## src/rtl/pipe_pkg.sv

```systemverilog
`default_nettype none
// ============================================================================
// Module      : pipe_pkg
// Description : Shared constants, stage-state encoding and entry type for the
//               elastic inter-stage pipeline registers.
// Revision    : 1.0 - initial release
// ============================================================================
package pipe_pkg;

    localparam int PIPE_DATA_W = 32;
    localparam int PIPE_PC_W   = 32;
    localparam int PIPE_EXC_W  = 5;

    localparam logic [PIPE_EXC_W-1:0] EXC_NONE         = 5'd0;
    localparam logic [PIPE_PC_W-1:0]  RESET_PC_DEFAULT = 32'h0000_3000;

    typedef enum logic [1:0] {
        ST_EMPTY = 2'd0,
        ST_ONE   = 2'd1,
        ST_TWO   = 2'd2
    } stage_state_t;

    typedef struct packed {
        logic [PIPE_DATA_W-1:0] data;
        logic [PIPE_PC_W-1:0]   pc;
        logic [PIPE_EXC_W-1:0]  exc;
        logic                   bd;
    } stage_entry_t;

endpackage : pipe_pkg
`default_nettype wire

```

## src/rtl/pipe_stage_reg.sv

```systemverilog
`default_nettype none
// ============================================================================
// Module      : pipe_stage_reg
// Description : Elastic pipeline register (main + skid entry) with valid/ready
//               handshake and flush. Optional counters via PIPE_STAGE_PERF_EN.
// Revision    : 1.0 - initial release
// ============================================================================
module pipe_stage_reg
    import pipe_pkg::*;
#(
    parameter int              DATA_W   = 32,
    parameter int              PC_W     = 32,
    parameter int              EXC_W    = 5,
    parameter logic [PC_W-1:0] RESET_PC = RESET_PC_DEFAULT
) (
    input  logic              clk,
    input  logic              reset,
    input  logic              flush,
    input  logic              up_valid,
    output logic              up_ready,
    input  logic [DATA_W-1:0] up_data,
    input  logic [PC_W-1:0]   up_pc,
    input  logic [EXC_W-1:0]  up_exc,
    input  logic              up_bd,
    output logic              dn_valid,
    input  logic              dn_ready,
    output logic [DATA_W-1:0] dn_data,
    output logic [PC_W-1:0]   dn_pc,
    output logic [EXC_W-1:0]  dn_exc,
    output logic              dn_bd
`ifdef PIPE_STAGE_PERF_EN
    ,
    output logic [31:0]       stall_cnt,
    output logic [31:0]       flush_cnt
`endif
);

    // Entries share the package struct, so the field widths must line up.
    if (DATA_W != PIPE_DATA_W || PC_W != PIPE_PC_W || EXC_W != PIPE_EXC_W) begin : g_width_check
        $error("pipe_stage_reg: field widths must match pipe_pkg entry type");
    end

    stage_state_t r_state;
    stage_entry_t r_main;
    stage_entry_t r_skid;
    stage_entry_t w_up_entry;
    logic         w_acc;
    logic         w_pop;

    assign w_up_entry = '{data: up_data, pc: up_pc, exc: up_exc, bd: up_bd};

    assign up_ready = (r_state != ST_TWO);
    assign dn_valid = (r_state != ST_EMPTY);
    assign w_acc    = up_valid & up_ready;
    assign w_pop    = dn_valid & dn_ready;

    assign dn_data = r_main.data;
    assign dn_pc   = r_main.pc;
    assign dn_exc  = r_main.exc;
    assign dn_bd   = r_main.bd;

    // Whenever the main register goes empty its payload is zeroed so the
    // bubble decodes as a nop; the PC is kept for exception reporting.
    always_ff @(posedge clk) begin
        if (!reset) begin
            r_state <= ST_EMPTY;
            r_main  <= '{data: '0, pc: RESET_PC, exc: EXC_NONE, bd: 1'b0};
            r_skid  <= '0;
        end else if (flush) begin
            r_state     <= ST_EMPTY;
            r_main.data <= '0;
            r_main.exc  <= EXC_NONE;
            r_main.bd   <= 1'b0;
        end else begin
            case (r_state)
                ST_EMPTY: begin
                    if (w_acc) begin
                        r_main  <= w_up_entry;
                        r_state <= ST_ONE;
                    end
                end
                ST_ONE: begin
                    if (w_acc && w_pop) begin
                        r_main <= w_up_entry;
                    end else if (w_acc) begin
                        r_skid  <= w_up_entry;
                        r_state <= ST_TWO;
                    end else if (w_pop) begin
                        r_main.data <= '0;
                        r_main.exc  <= EXC_NONE;
                        r_main.bd   <= 1'b0;
                        r_state     <= ST_EMPTY;
                    end
                end
                ST_TWO: begin
                    if (w_pop) begin
                        r_main  <= r_skid;
                        r_state <= ST_ONE;
                    end
                end
                default: begin
                    r_state <= ST_EMPTY;
                end
            endcase
        end
    end

`ifdef PIPE_STAGE_PERF_EN
    logic [31:0] r_stall_cnt;
    logic [31:0] r_flush_cnt;

    always_ff @(posedge clk) begin
        if (!reset) begin
            r_stall_cnt <= '0;
            r_flush_cnt <= '0;
        end else begin
            if (dn_valid && !dn_ready) begin
                r_stall_cnt <= r_stall_cnt + 32'd1;
            end
            if (flush && dn_valid) begin
                r_flush_cnt <= r_flush_cnt + 32'd1;
            end
        end
    end

    assign stall_cnt = r_stall_cnt;
    assign flush_cnt = r_flush_cnt;
`endif

endmodule : pipe_stage_reg
`default_nettype wire

```

## config.mk

```make
export PLATFORM = sky130hd
export DESIGN_NAME = pipe_stage_reg
export DESIGN_NICKNAME = d
export VERILOG_FILES = /design/src/rtl/pipe_pkg.sv /design/src/rtl/pipe_stage_reg.sv
export SDC_FILE = /design/constraint.sdc
export NUM_CORES = 1
export LEC_CHECK = 0
export ABC_AREA = 1
export CAP_MARGIN = 20
export CORE_ASPECT_RATIO = 1.2
export CORE_UTILIZATION = 50
export CTS_BUF_LIST = sky130_fd_sc_hd__clkbuf_16
export CTS_CLUSTER_SIZE = 28
export DETAILED_ROUTE_END_ITERATION = 16
export PLACE_DENSITY = 0.82
export SLEW_MARGIN = 25
export SYNTH_ARGS = -nofsm -noshare
export SYNTH_HDL_FRONTEND = slang
export SYNTH_SLANG_ARGS = --single-unit
```

## constraint.sdc

```tcl
create_clock -name clk -period 2.1 [get_ports clk]
set_input_delay 0.21 -clock clk [delete_from_list [all_inputs] [get_ports clk]]
set_output_delay 0.21 -clock clk [all_outputs]
set_load 0.05 [all_outputs]
```

==> flow_summary.ini <==
[outcome]
outcome = complete, no violations

[power]
power_frac_seq_pct = 37.1
p_total_w = 0.00808
power_switching_w = 0.00258
pwr-share-clk_pct = 37.6
total_leakage_power_nw = 3.32
sw_frac_of_total_pct = 31.9
power_density_nw_per_um2 = 961
irDropWorstVdd_uv = 578
pwr-share-comb_pct = 25.4
p_int_w = 0.00550

[grt]
grt_pass1_wl_mm = 24.5
grt_max_degree = 67
grt_pass1_vias = 5388
antenna_found_initial = 0
track_usage_pct = 23.8
globalRouteMet2Util_pct = 44.7
grt.overflow.total = 0
grtUsageMet1_pct = 26.8
busiest_layer = met2
met3_usage_pct = 5.86

[setup_path]
reg2reg_to = r_skid[69]
critPathCaptureType = flip-flop
critPathArrivalTime_ns = 2.29
start_kind = flip-flop
r2r_start = r_state[0]
crit_type = flip-flop to flip-flop
ff2ff_setup_slack_ns = 0.1
worst-r2r-cell-count = 8
crit_required_ns = 2.39
worstPathMaxFanout = 50

[placed_design]
gp_congestion = 0.788
dp_hpwl_mm = 9.70
dpl_cell_area_um2 = 7780
io_buffers = 146
dp.cells = 1143

[sta]
relSlewSlack_pct = 62.4
finalCriticalPeriod_ns = 2.00
finalSetupViolCount = 0
tightest_slew_ns = 0.563
layout_worst_path_cycle_share_pct = 95.3
hold_viol_final = 0
fin_worst_skew_ns = 0.0117
final-max-slew-violation-count = 0
timing.fmax_ghz = 0.500

[detailed_routing]
wl_mm = 15.3
antenna_left = 0
vias_per_cell = 5.02
drc_errors = 0
drtIter0Drc = 276
vias = 5901
dr.pass1.iters = 5
routedWlPerCell_um = 13.0

[clock_tree]
insertion_delay_ns = 0.42
cts_root_buf = clkbuf_16
tritoncts = done
cts_hold_buf = 0
clk_pin_slew_ns = 0.06
cts_resized = 0
postCtsSetupBuffers = 0
htreeDepth = 4
numCtsBuffers = 17
cts.sink_count = 142
clockBufferDepth = 2

[cells_and_area]
fill_cells = 1026
fin_cells = 1176
final_common_cell = o21ai_0
syn2layout_area_growth_pct = 35.5
final_area_um2 = 8410
nets = 1084
final_cell_mix = o21ai_0 (181), nor2_1 (150), clkdlybuf4s50_1 (143)
utilization_pct = 69.4
num_antenna_cells = 0
drive_above_1_share_pct = 7.29
seq_area_um2 = 2850
multi_input_area_um2 = 2650

[die]
chipHeight_um = 124
coreArea_um2 = 12100
die_w_um = 104
design.die.area_um2 = 12900
num_rows = 44
initial_core_util_pct = 51.2
pin_count = 147

[worst_hold_path]
hold_class = input pin to flip-flop
hold_depth = 3
hold_path_end = dn_pc[12]
hold_start = reset

[synthesis]
synth_fp_nets = 961
ys_seq_area_share_pct = 45.8
syn_avg_cell_area_um2 = 7.06
ys_ff_latch = 142
yosysTopAreaCellShare_pct = 45.8
ys_types = 22
ys_top_cells_by_area = dfxtp_1 (46%), o21ai_0 (15%), nor2_1 (9.1%), nand2_1 (6.9%), a21oi_1 (6.7%)
ys_warn_count = 0
synth_cells = 879
syn-cell-area_um2 = 6200
yosysTopAreaCell = dfxtp_1

[run]
drv_cap = 0
==> worst max-delay path, stage by stage, from the launching register on <==
cell and delay [ns]:
dfxtp_2 0.36, inv_1 0.10, ha_1 0.24, inv_1 0.11, nand3_1 0.20, nand3b_4 0.34
buf_12 0.25, o21ai_0 0.21, a21oi_1 0.06
==> cell families after synthesis <==
| logic type | after synthesis | share of synthesized area, % |
|---|---|---|
| flip-flops | 142 | 45.8 |
| adder cells (fa/ha/maj) | 7 | 1.41 |
| AND/OR/NAND/NOR | 281 | 18.1 |
| AO/OA/AOI/OAI | 278 | 22.7 |
| buffers and inverters | 171 | 12.0 |
==> power by group through the flow <==
stage | logic, W | clock network (W) | registers [W]
finish | 0.00205 | 0.00304 | 0.00299
global route | 0.00224 | 0.00321 | 0.00301
CTS | 0.00205 | 0.00308 | 0.00299
detailed placement | 0.00203 | 0 | 0.00305
global placement | 0.00201 | 0 | 0.00304
floorplan | 0.000885 | 0 | 0.00355
==> worst max path at each step <==
stage                     from         end  slack (ns)  cells after the start
detailed placement  r_state[0]  r_skid[29]        0.13                      8
global placement    r_state[1]   dn_pc[17]        0.16                     11
global route        r_state[0]  r_skid[30]       -0.01                      8
floorplan           r_state[0]  r_skid[39]        0.05                      9
CTS                 r_state[0]  r_skid[69]        0.05                      8
finish              r_state[0]  r_skid[69]         0.1                      8
==> synth_stat cells <==
library cell,n
buf_2,14
nor2_2,2
buf_6,9
o31ai_1,1
nand2_1,114
ha_1,7
inv_2,4
nand3b_2,1
nand2_2,4
nand3_1,5
a21oi_4,1
o21ai_0,182
a21oi_1,83
nor2_1,151
o21ai_2,1
buf_4,4
o21ai_1,10
clkbuf_1,34
inv_1,106
dfxtp_1,142
nand2_4,3
nand3b_4,1
==> sequential cells by signal, indices dropped and copies added, names as in the netlist <==
| name | flops |
|---|---|
| r_skid | 70 |
| dn_bd | 1 |
| r_state | 2 |
| dn_pc | 32 |
| dn_data | 32 |
| dn_exc | 5 |
==> stage by stage <==
stage	worst slack [ns]	hold WS [ns]	TNS (ns)
after floorplan	0.0498	0.401	0
after detailed placement	0.129	0.439	0
final	0.0981	0.320	0
after global routing	-0.0118	0.326	-0.0251
after CTS	0.0455	0.314	0
after global placement	0.163	0.432	0
==> metal layers <==
layer	wire, um	share of wire (%)
met5	0	0
met4	99	0.65
met3	1020	6.6
met2	7880	51
met1	6320	41
==> cell type report <==
type                    count  area share, %
flip-flops and latches    142           33.8
well taps                 161           2.40
clock buffers              17           5.06
repair buffers            164           20.3
inverters                 110           4.91
multi-input cells         567           31.5
clock inverters            15           2.04
Note: power is estimated with default switching activity, not from simulation.
